$ cat src/rtl/mmio_pkg.sv
// Shared constants and address decode for the memory-mapped I/O unit.
package mmio_pkg;

    localparam logic [31:0] MMIO_DEFAULT_BASE = 32'h8000_0000;

    // Register offsets from the base address.
    localparam logic [31:0] MMIO_STATUS    = 32'h0000_0000;
    localparam logic [31:0] MMIO_RX_DATA   = 32'h0000_0004;
    localparam logic [31:0] MMIO_TX_DATA   = 32'h0000_0008;
    localparam logic [31:0] MMIO_CLR_FLAGS = 32'h0000_000C;
    localparam logic [31:0] MMIO_CYCLE     = 32'h0000_0010;
    localparam logic [31:0] MMIO_INSTRET   = 32'h0000_0014;
    localparam logic [31:0] MMIO_CNT_RST   = 32'h0000_0018;

    // Status register bit positions.
    localparam int STAT_TX_NOT_FULL  = 0;
    localparam int STAT_RX_NOT_EMPTY = 1;
    localparam int STAT_RX_OVF       = 2;
    localparam int STAT_TX_DROP      = 3;
    localparam int STAT_TX_COUNT_LSB = 8;
    localparam int STAT_RX_COUNT_LSB = 16;

    typedef enum logic [2:0] {
        SEL_NONE,
        SEL_STATUS,
        SEL_RX_DATA,
        SEL_TX_DATA,
        SEL_CLR_FLAGS,
        SEL_CYCLE,
        SEL_INSTRET,
        SEL_CNT_RST
    } mmio_sel_e;

    // Exact word match of a base-relative offset; anything else is a miss.
    function automatic mmio_sel_e mmio_decode(input logic [31:0] offset);
        mmio_sel_e sel;
        case (offset)
            MMIO_STATUS:    sel = SEL_STATUS;
            MMIO_RX_DATA:   sel = SEL_RX_DATA;
            MMIO_TX_DATA:   sel = SEL_TX_DATA;
            MMIO_CLR_FLAGS: sel = SEL_CLR_FLAGS;
            MMIO_CYCLE:     sel = SEL_CYCLE;
            MMIO_INSTRET:   sel = SEL_INSTRET;
            MMIO_CNT_RST:   sel = SEL_CNT_RST;
            default:        sel = SEL_NONE;
        endcase
        return sel;
    endfunction

endpackage

$ cat src/rtl/mmio_io_unit_sync_fifo.sv
// First-word fall-through synchronous FIFO; push when full and pop when empty are ignored.
module sync_fifo #(
    parameter int WIDTH = 8,
    parameter int DEPTH = 8
) (
    input  logic                     clk,
    input  logic                     rst,
    input  logic                     push,
    input  logic                     pop,
    input  logic [WIDTH-1:0]         din,
    output logic [WIDTH-1:0]         dout,
    output logic                     full,
    output logic                     empty,
    output logic [$clog2(DEPTH):0]   count
);
    localparam int AW = $clog2(DEPTH);

    logic [WIDTH-1:0] r_mem [DEPTH];
    logic [AW-1:0]    r_wr_ptr;
    logic [AW-1:0]    r_rd_ptr;
    logic [AW:0]      r_count;
    logic             w_push_ok;
    logic             w_pop_ok;

    assign full      = (r_count == (AW+1)'(DEPTH));
    assign empty     = (r_count == '0);
    assign count     = r_count;
    assign dout      = r_mem[r_rd_ptr];
    assign w_push_ok = push & ~full;
    assign w_pop_ok  = pop & ~empty;

    // Pointer and occupancy update; pointers wrap naturally since DEPTH is a power of two.
    always_ff @(posedge clk) begin
        // NOTE: sequential state uses non-blocking assignments so all flops update from pre-edge values.
        if (rst) begin
            r_wr_ptr <= '0;
            r_rd_ptr <= '0;
            r_count  <= '0;
        end else begin
            if (w_push_ok) r_wr_ptr <= r_wr_ptr + 1'b1;
            if (w_pop_ok)  r_rd_ptr <= r_rd_ptr + 1'b1;
            case ({w_push_ok, w_pop_ok})
                2'b10:   r_count <= r_count + 1'b1;
                2'b01:   r_count <= r_count - 1'b1;
                default: r_count <= r_count;
            endcase
        end
    end

    // Storage write.
    always_ff @(posedge clk) begin
        // NOTE: the storage array is deliberately not reset; occupancy is tracked by the reset pointers.
        if (w_push_ok) r_mem[r_wr_ptr] <= din;
    end

endmodule

$ cat src/rtl/mmio_io_unit.sv
// Memory-mapped I/O unit: register decode, UART TX/RX FIFOs, sticky flags and cycle/instret counters.
module mmio_io_unit
    import mmio_pkg::*;
#(
    parameter logic [31:0] BASE_ADDR         = MMIO_DEFAULT_BASE,
    parameter int          FIFO_DEPTH        = 8,
    parameter int          COUNTER_WIDTH     = 32,
    parameter int          RX_DROP_WHEN_FULL = 0
) (
    input  logic        clk,
    input  logic        rst,
    input  logic        req_valid,
    input  logic        req_we,
    input  logic [31:0] req_addr,
    input  logic [31:0] req_wdata,
    input  logic        instr_retire,
    output logic        rsp_hit,
    output logic [31:0] rsp_rdata,
    output logic [7:0]  uart_tx_data,
    output logic        uart_tx_valid,
    input  logic        uart_tx_ready,
    input  logic [7:0]  uart_rx_data,
    input  logic        uart_rx_valid,
    output logic        uart_rx_ready
);
    localparam int CNT_W = $clog2(FIFO_DEPTH);

    mmio_sel_e                w_sel;
    logic                     w_load;
    logic                     w_store;
    logic                     w_tx_full, w_tx_empty, w_tx_push, w_tx_pop, w_tx_drop_set;
    logic                     w_rx_full, w_rx_empty, w_rx_push, w_rx_pop, w_rx_ovf_set;
    logic [7:0]               w_tx_dout, w_rx_dout;
    logic [CNT_W:0]           w_tx_count, w_rx_count;
    logic                     w_clr_flags, w_cnt_rst;
    logic [31:0]              w_status;
    logic                     w_hit;
    logic [31:0]              w_rdata;
    logic                     w_unused;
    logic                     r_rx_ovf, r_tx_drop;
    logic [COUNTER_WIDTH-1:0] r_cycle, r_instret;
    logic                     r_rsp_hit;
    logic [31:0]              r_rsp_rdata;

    assign w_sel       = mmio_decode(req_addr - BASE_ADDR);
    assign w_load      = req_valid & ~req_we;
    assign w_store     = req_valid & req_we;
    assign w_clr_flags = w_store & (w_sel == SEL_CLR_FLAGS);
    assign w_cnt_rst   = w_store & (w_sel == SEL_CNT_RST);
    assign w_unused    = &{1'b0, req_wdata[31:8]};

    // TX: full is judged on the start-of-cycle count, so a pop the same cycle does not rescue a push.
    assign w_tx_push     = w_store & (w_sel == SEL_TX_DATA) & ~w_tx_full;
    assign w_tx_drop_set = w_store & (w_sel == SEL_TX_DATA) & w_tx_full;
    assign w_tx_pop      = ~w_tx_empty & uart_tx_ready;
    assign uart_tx_valid = ~w_tx_empty;
    assign uart_tx_data  = w_tx_dout;

    // RX: either backpressure the uart or accept everything and flag bytes lost while full.
    assign uart_rx_ready = (RX_DROP_WHEN_FULL != 0) ? 1'b1 : ~w_rx_full;
    assign w_rx_push     = uart_rx_valid & uart_rx_ready & ~w_rx_full;
    assign w_rx_ovf_set  = (RX_DROP_WHEN_FULL != 0) & uart_rx_valid & w_rx_full;
    assign w_rx_pop      = w_load & (w_sel == SEL_RX_DATA) & ~w_rx_empty;

    sync_fifo #(.WIDTH(8), .DEPTH(FIFO_DEPTH)) u_tx_fifo (
        .clk   (clk),
        .rst   (rst),
        .push  (w_tx_push),
        .pop   (w_tx_pop),
        .din   (req_wdata[7:0]),
        .dout  (w_tx_dout),
        .full  (w_tx_full),
        .empty (w_tx_empty),
        .count (w_tx_count)
    );

    sync_fifo #(.WIDTH(8), .DEPTH(FIFO_DEPTH)) u_rx_fifo (
        .clk   (clk),
        .rst   (rst),
        .push  (w_rx_push),
        .pop   (w_rx_pop),
        .din   (uart_rx_data),
        .dout  (w_rx_dout),
        .full  (w_rx_full),
        .empty (w_rx_empty),
        .count (w_rx_count)
    );

    // Status word assembled from the start-of-cycle state.
    always_comb begin
        w_status                                = '0;
        w_status[STAT_TX_NOT_FULL]              = ~w_tx_full;
        w_status[STAT_RX_NOT_EMPTY]             = ~w_rx_empty;
        w_status[STAT_RX_OVF]                   = r_rx_ovf;
        w_status[STAT_TX_DROP]                  = r_tx_drop;
        w_status[STAT_TX_COUNT_LSB +: 8]        = 8'(w_tx_count);
        w_status[STAT_RX_COUNT_LSB +: 8]        = 8'(w_rx_count);
    end

    // Load data mux; only loads to readable registers hit.
    always_comb begin
        // NOTE: defaults come first so every path assigns both outputs and no latch is inferred.
        w_hit   = 1'b0;
        w_rdata = '0;
        if (w_load) begin
            case (w_sel)
                SEL_STATUS: begin
                    w_hit   = 1'b1;
                    w_rdata = w_status;
                end
                SEL_RX_DATA: begin
                    w_hit   = 1'b1;
                    w_rdata = w_rx_empty ? 32'h0 : {24'h0, w_rx_dout};
                end
                SEL_CYCLE: begin
                    w_hit   = 1'b1;
                    w_rdata = 32'(r_cycle);
                end
                SEL_INSTRET: begin
                    w_hit   = 1'b1;
                    w_rdata = 32'(r_instret);
                end
                default: ;
            endcase
        end
    end

    // Response register aligns read data with the following stage.
    always_ff @(posedge clk) begin
        if (rst) begin
            r_rsp_hit   <= 1'b0;
            r_rsp_rdata <= '0;
        end else begin
            r_rsp_hit   <= w_hit;
            r_rsp_rdata <= w_rdata;
        end
    end

    assign rsp_hit   = r_rsp_hit;
    assign rsp_rdata = r_rsp_rdata;

    // Sticky flags: a set event wins over a clear in the same cycle.
    always_ff @(posedge clk) begin
        if (rst) begin
            r_rx_ovf  <= 1'b0;
            r_tx_drop <= 1'b0;
        end else begin
            r_rx_ovf  <= (r_rx_ovf & ~w_clr_flags) | w_rx_ovf_set;
            r_tx_drop <= (r_tx_drop & ~w_clr_flags) | w_tx_drop_set;
        end
    end

    // Free-running counters; a counter-reset store overrides the increment.
    always_ff @(posedge clk) begin
        if (rst || w_cnt_rst) begin
            r_cycle   <= '0;
            r_instret <= '0;
        end else begin
            r_cycle   <= r_cycle + 1'b1;
            r_instret <= r_instret + COUNTER_WIDTH'(instr_retire);
        end
    end

endmodule

$ cat config.mk
export PLATFORM = sky130hd
export DESIGN_NAME = mmio_io_unit
export DESIGN_NICKNAME = d
export VERILOG_FILES = /design/src/rtl/mmio_pkg.sv /design/src/rtl/mmio_io_unit_sync_fifo.sv /design/src/rtl/mmio_io_unit.sv
export SDC_FILE = /design/constraint.sdc
export NUM_CORES = 1
export LEC_CHECK = 0
export BUFFER_PORTS_ARGS = -buffer_cell sky130_fd_sc_hd__buf_2
export CORE_AREA = 3 3 269 139
export DETAILED_ROUTE_END_ITERATION = 16
export DIE_AREA = 0 0 272 142
export GPL_TIMING_DRIVEN = 0
export SYNTH_ARGS = -nofsm -noshare
export SYNTH_HDL_FRONTEND = slang
export SYNTH_SLANG_ARGS = --single-unit
$ cat constraint.sdc
create_clock -name clk -period 4.5 [get_ports clk]
set_clock_uncertainty 0.2 [all_clocks]
set_input_delay 0.9 -clock clk [delete_from_list [all_inputs] [get_ports clk]]
set_output_delay 0.9 -clock clk [all_outputs]
set_load 0.1 [all_outputs]
=== Word level (Yosys, flattened, before mapping) ===
Memory sizes are Yosys's and may differ from the RTL's. A register that Yosys moved wholly into a read port is not among the register bits.
Index checks and enable logic that the tools add are counted.

* Memory bits (writable): 128
* Input port bits: 79
* Bits in registers: 119
* Memories kept: 2
* Word-level logic and storage cells: 92

* Equal/unequal tests: 19
* Bitwise gates (word level): 26
* Add/subtract/negate cells: 11
* Muxes and demuxes: 14
* Reductions and logical operators: 8

{| class="wikitable"
|+ Memories
! name !! words !! bits a word !! rd ports !! clocked after Yosys merged registers in !! write ports !! RTL line !! text
|-
| u_rx_fifo.r_mem || 8 || 8 || 1 || 1 || 1 || mmio_io_unit_sync_fifo.sv:18 || <nowiki>logic [WIDTH-1:0] r_mem [DEPTH];</nowiki>
|-
| u_tx_fifo.r_mem || 8 || 8 || 1 || 1 || 1 || mmio_io_unit_sync_fifo.sv:18 ||
|}

{| class="wikitable"
|+ Operators with widths
! cell !! number
|-
| case mux 32 bit (4 select lines) || 1
|-
| equality test 32 x 5 -> 1 bit (second input constant) || 3
|-
| equality test 32 x 4 -> 1 bit (second input constant) || 2
|-
| adder 32 x 1 -> 32 bit || 1
|-
| adder 32 x 1 -> 32 bit (second input constant) || 1
|-
| equality test 32 x 3 -> 1 bit (second input constant) || 1
|-
| zero test 32 bit || 1
|-
| subtractor 32 bit (second input constant) || 1
|-
| case mux 3 bit (7 select lines) || 1
|-
| AND 1 bit || 18
|-
| case mux 4 bit (2 select lines) || 2
|-
| adder 3 x 1 -> 3 bit (second input constant) || 4
|-
| equality test 3 bit (second input constant) || 4
|-
| two-way mux 3 bit || 4
|-
| adder 4 x 1 -> 4 bit (second input constant) || 2
|-
| equality test 4 bit (second input constant) || 2
|-
| zero test 4 bit || 2
|-
| two-way mux 8 bit || 1
|-
| subtractor 4 x 1 -> 4 bit (second input constant) || 2
|-
| inverter 1 bit || 7
|-
| equality test 3 x 2 -> 1 bit (second input constant) || 2
|-
| two-way mux 1 bit || 5
|-
| equality test 2 x 1 -> 1 bit (second input constant) || 2
|-
| equality test 2 bit (second input constant) || 2
|-
| 6 further kinds || 7
|}

=== Logic depth before layout (Yosys ltp) ===
* Depth in word-level cells: 9
* Depth in mapped cells: 15

=== Modules after synthesis ===
Synthesis repeated with hierarchy kept, for this count alone.

* Cell total of the unflattened synthesis: 814
* Area, all modules: 10,769.1 um^2

{| class="wikitable"
|+ Modules (own cells, without submodules)
! module !! times used !! area each (um^2) !! cells an instance
|-
| sync_fifo || 2 || 3,150.5 || 167
|-
| mmio_io_unit || 1 || 4,468.0 || 480
|}

=== Worst setup path before layout ===
OpenSTA, ideal clock, no wires.

* Kind: input -> register
* Start: input req_addr[12]
* End: memory u_tx_fifo.r_mem[2][0], enable pin
* Library setup time: 0.398 ns
* Data required time: 3.902 ns
* Data arrival time: 3.341 ns
* Buffers on the path: 0
* Cell stages on the path: 9
* Setup slack: 0.562 ns
* Cell sequence: nor4_1 nand4b_1 nor2_1 and2_1 ha_1 nand3_1 nor3_2 inv_2 nor4b_1

* Cells in the longest elaborated chain, start to end: 9
* Elaborated cells between the ends (all ways): 15

{| class="wikitable"
|+ RTL lines
! what !! RTL line !! text
|-
| start, declared || mmio_io_unit.sv:14 || <nowiki>input logic [31:0] req_addr,</nowiki>
|-
| subtractor 32 bit (*) || mmio_io_unit.sv:45 || <nowiki>assign w_sel = mmio_decode(req_addr - BASE_ADDR);</nowiki>
|-
| equality test 32 x 5 -> 1 bit, or another cell as far along || mmio_pkg.sv:37 || <nowiki>case (offset)</nowiki>
|-
| case mux 3 bit (7 select lines) (*) || mmio_pkg.sv:37 ||
|-
| equality test 3 x 2 -> 1 bit (*) || mmio_io_unit.sv:53 || <nowiki>assign w_tx_push = w_store & (w_sel == SEL_TX_DATA) & ~w_tx_full;</nowiki>
|-
| AND 1 bit (*) (2 in series) || mmio_io_unit.sv:53 ||
|-
| AND 1 bit (*) || mmio_io_unit_sync_fifo.sv:29 || <nowiki>assign w_push_ok = push & ~full;</nowiki>
|-
| two-way mux 1 bit (*) || mmio_io_unit_sync_fifo.sv:53 || <nowiki>if (w_push_ok) r_mem[r_wr_ptr] <= din;</nowiki>
|-
| two-way mux 1 bit (implied by the code) (*) || mmio_io_unit_sync_fifo.sv:53 ||
|-
| end, declared || mmio_io_unit_sync_fifo.sv:18 ||
|}

Mark *: on every way between the ends. The rest lies on a longest branch, timed or not.

=== Final worst setup path ===
* Start: input req_addr[2]
* End: register r_rsp_rdata[1], in the netlist rsp_rdata[1]

* Cells in the longest elaborated chain, start to end: 5
* Elaborated cells between the ends (all ways): 14

{| class="wikitable"
|+ RTL lines
! what !! RTL line !! text
|-
| subtractor 32 bit (*) || mmio_io_unit.sv:45 ||
|-
| equality test 32 x 5 -> 1 bit, or another cell as far along || mmio_pkg.sv:37 ||
|-
| case mux 3 bit (7 select lines) (*) || mmio_pkg.sv:37 ||
|-
| equality test 3 bit, or another cell as far along || mmio_io_unit.sv:106 || <nowiki>case (w_sel)</nowiki>
|-
| case mux 32 bit (4 select lines) (*) || mmio_io_unit.sv:106 ||
|-
| end signal, assigned || mmio_io_unit.sv:135 || <nowiki>r_rsp_rdata <= w_rdata;</nowiki>
|-
| end, declared || mmio_io_unit.sv:43 || <nowiki>logic [31:0] r_rsp_rdata;</nowiki>
|}

Marked as above.
A chain may end at the register's enable or synchronous reset.

==> results.yml <==
setup_path:
  worst_path_max_delay_cell: "nor3b_1"
  cp.arrival_ns: 4.41
  end_kind: "flip-flop"
  regToRegStartpoint: "u_tx_fifo.count[1]"
  cp.required_ns: 4.71
  startpoint: "req_addr[2]"
  cp_num_buf_inv: 3
  max_stage_delay_ns: 0.81
  critical-path-top-delay-family: "simple AND/OR/NAND/NOR gates"
  worstSetupPathType: "in2reg"
  worst-path-max-fanout: 10
  crit_top_cell: "clkbuf_1"
  startpoint_type: "input port"
  cp_cell_sequence: "buf_2 > clkbuf_1 > clkbuf_1 > nor3_1 > ha_1 > nor3b_1 > nand2_1 > o21ai_0"
flow_run:
  cap_violations: 0
clocking:
  cts_buffer_depth: 3
  clock_latency_ns: 0.54
  cts_resized: 0
  cts_tree: "done"
  root_buffer: "clkbuf_16"
  cts.clk_slew.worst_paths_ns: 0.07
  cts.sinks: 253
  cts_inserted_buffers: 24
  cts_setup_buffers: 0
  htree_levels: 1
  holdBufCountCts: 0
sta:
  period_share_pct: 93.3
  slew_headroom_pct: 32.1
  worst_slack_ns: 0.302
  hold_viol_final: 0
  worstMarginPinSlew_ns: 1.02
  setup_viol: 0
  rsz0062_at_grt: "no"
  fmax_ghz: 0.238
  min_period_ns: 4.20
  final_max_slew_viol_count: 0
global_routing:
  first_global_vias: 7029
  antenna_found_initial: 1
  grt_max_degree: 16
  grt-ovfl-total: 0
  grt_pass1_wl_um: 41600
  grt.total_usage_pct: 13.9
power:
  p_per_area_nw_per_um2: 373
  ir_drop_mv: 0.255
  leakage_nw: 4.49
logic_synthesis:
  synth_flop_cell: "edfxtp_1"
  netlist_area_um2: 10500
  synth.avg_cell_area_um2: 12.7
  synth-seq-cells: 253
  ys_seq_area_share_pct: 60.3
  synth.distinct_cells: 48
  synth_edf_count: 128
  synth_nets: 922
  synthCells: 828
  synth_warnings: 0
  synth-async-reset-ratio_pct: 0
place:
  hpwlAfterDp_um: 19300
  pre_cts_ws_ns: -0.309
  port_buffers: 95
  globalplace.congestion: 0.850
drt:
  wl_per_cell_um: 18.3
  wirelength_um: 26600
  drc: 0
  antenna_left: 0
  drtIter0Drc: 440
  drtPass1Iterations: 5
  vias: 6994
  viasPerCell: 4.80
status:
  status: "complete, no violations"
finish:
  seq_area_um2: 6350
  final_util_pct: 35.5
  drive_above_1_share_pct: 23.2
  filler_cell_count: 3521
  final_common_cell: "edfxtp_1"
  mostFrequentLayoutCells: "edfxtp_1, dfxtp_1, buf_2"
  multi_input_area_um2: 4020
  nets: 1050
  syn_to_final_growth_pct: 19.1
floorplan:
  start_util_pct: 29.8
  dieArea_um2: 38600
  rows: 49
  boundaryPins: 122
  die_h_um: 142
  core_area_um2: 35400
  die_w_um: 272
hold_path:
  worstHoldPathType: "reg2reg"
  min-delay-start: "r_cycle[0]"
==> Yosys cell counts (5+ instances only) <==
cell	instances	area (um2)
and4_1	9	78.8
a21oi_1	15	75.1
inv_1	13	48.8
xor2_1	58	508
o21ai_0	23	115
mux2_2	9	101
xnor2_1	12	105
nor2_1	101	379
buf_2	16	80.1
and3_1	22	138
clkbuf_1	18	67.6
nor3_1	14	70.1
nand2_1	33	124
edfxtp_1	128	3840
nand2b_1	7	43.8
mux2i_1	43	430
ha_1	15	188
mux4_2	32	721
nor4b_1	6	52.6
nor4_1	9	56.3
nand4_1	23	144
or3_1	8	50.1
nand4b_1	5	43.8
dfxtp_1	125	2500
nand3_1	40	200
==> flip-flops by register name, summed over array words and instances, names as in the netlist, 4 cells and up, named ones only <==
signal           count
r_cycle             32
u_tx_fifo.r_mem     64
u_rx_fifo.r_mem     64
r_instret           32
u_rx_fifo.count      4
u_tx_fifo.count      4
rsp_rdata           32
==> worst paths after layout <==
path / endpoint / cells past startpoint / slack [ns]
max: rsp_rdata[1] / 8 / 0.30
min: r_cycle[0] / 1 / 0.29
max reg2reg: u_tx_fifo.count[2] / 11 / 1.15
min reg2reg: r_cycle[0] / 1 / 0.29
==> area by class of cell <==
cell class                 count  area share, %
antenna                        1         0.0199
inverter                      14          0.419
buffer                        41           1.47
multi-input combinational    520           32.1
sequential                   253           50.6
tap                          484           4.83
clock buffer                  29           5.27
timing repair buffer         102           4.21
clock inverter                14           1.15
==> per-layer routing <==
metal  share of wire [%]  wire length, um  GRT usage, %  vias up
met5                   0                0             0        -
met3                 6.3             1670          3.40       36
met4                 1.9              507          3.35        0
met1                  49            13000          20.8     3465
met2                  43            11400          20.1      193
li1                    -                -             -     3300
==> through the flow <==
step	instance area (um2)	setup TNS, ns	hold slack, ns	instances	total power [mW]
2_1_floorplan	10500	0	0.241	828	2.57
5_1_grt	12500	0	0.310	1458	4.86
3_5_place_dp	11700	-3.90	0.270	1414	2.65
6_report	12500	0	0.290	1458	4.68
3_3_place_gp	11600	-43.13	0.269	1407	2.64
4_1_cts	12500	0	0.287	1457	4.73
==> cells by family (layout without fill, tap and decap cells) <==
logic type / after synthesis / after routing / share of synthesized area [%]
simple gates: 301 / 301 / 15.4
flops: 253 / 253 / 60.3
buf+inv: 55 / 200 / 2.25
xor+xnor: 70 / 70 / 5.82
fa+ha+maj: 15 / 15 / 1.78
compound gates: 50 / 50 / 2.63
other cells: 0 / 1 / 0
mux: 84 / 84 / 11.9
==> worst register-to-register path, cell delays in order, from the launching register on <==
cell      delay [ns]
dfxtp_1         0.30
clkbuf_1        0.21
nor4b_1         0.78
nor3_2          0.17
inv_2           0.25
ha_1            0.31
xor2_1          0.18
ha_1            0.16
a21oi_1         0.05
xor2_1          0.19
or3_1           0.32
a21oi_1         0.16
==> where the power goes <==
part	total, mW	internal [mW]	switching, mW
registers	2.46	2.44	0.0162
logic	0.143	0.0544	0.0884
clock network	2.08	1.17	0.913
Note: power is estimated with default switching activity, not from simulation.
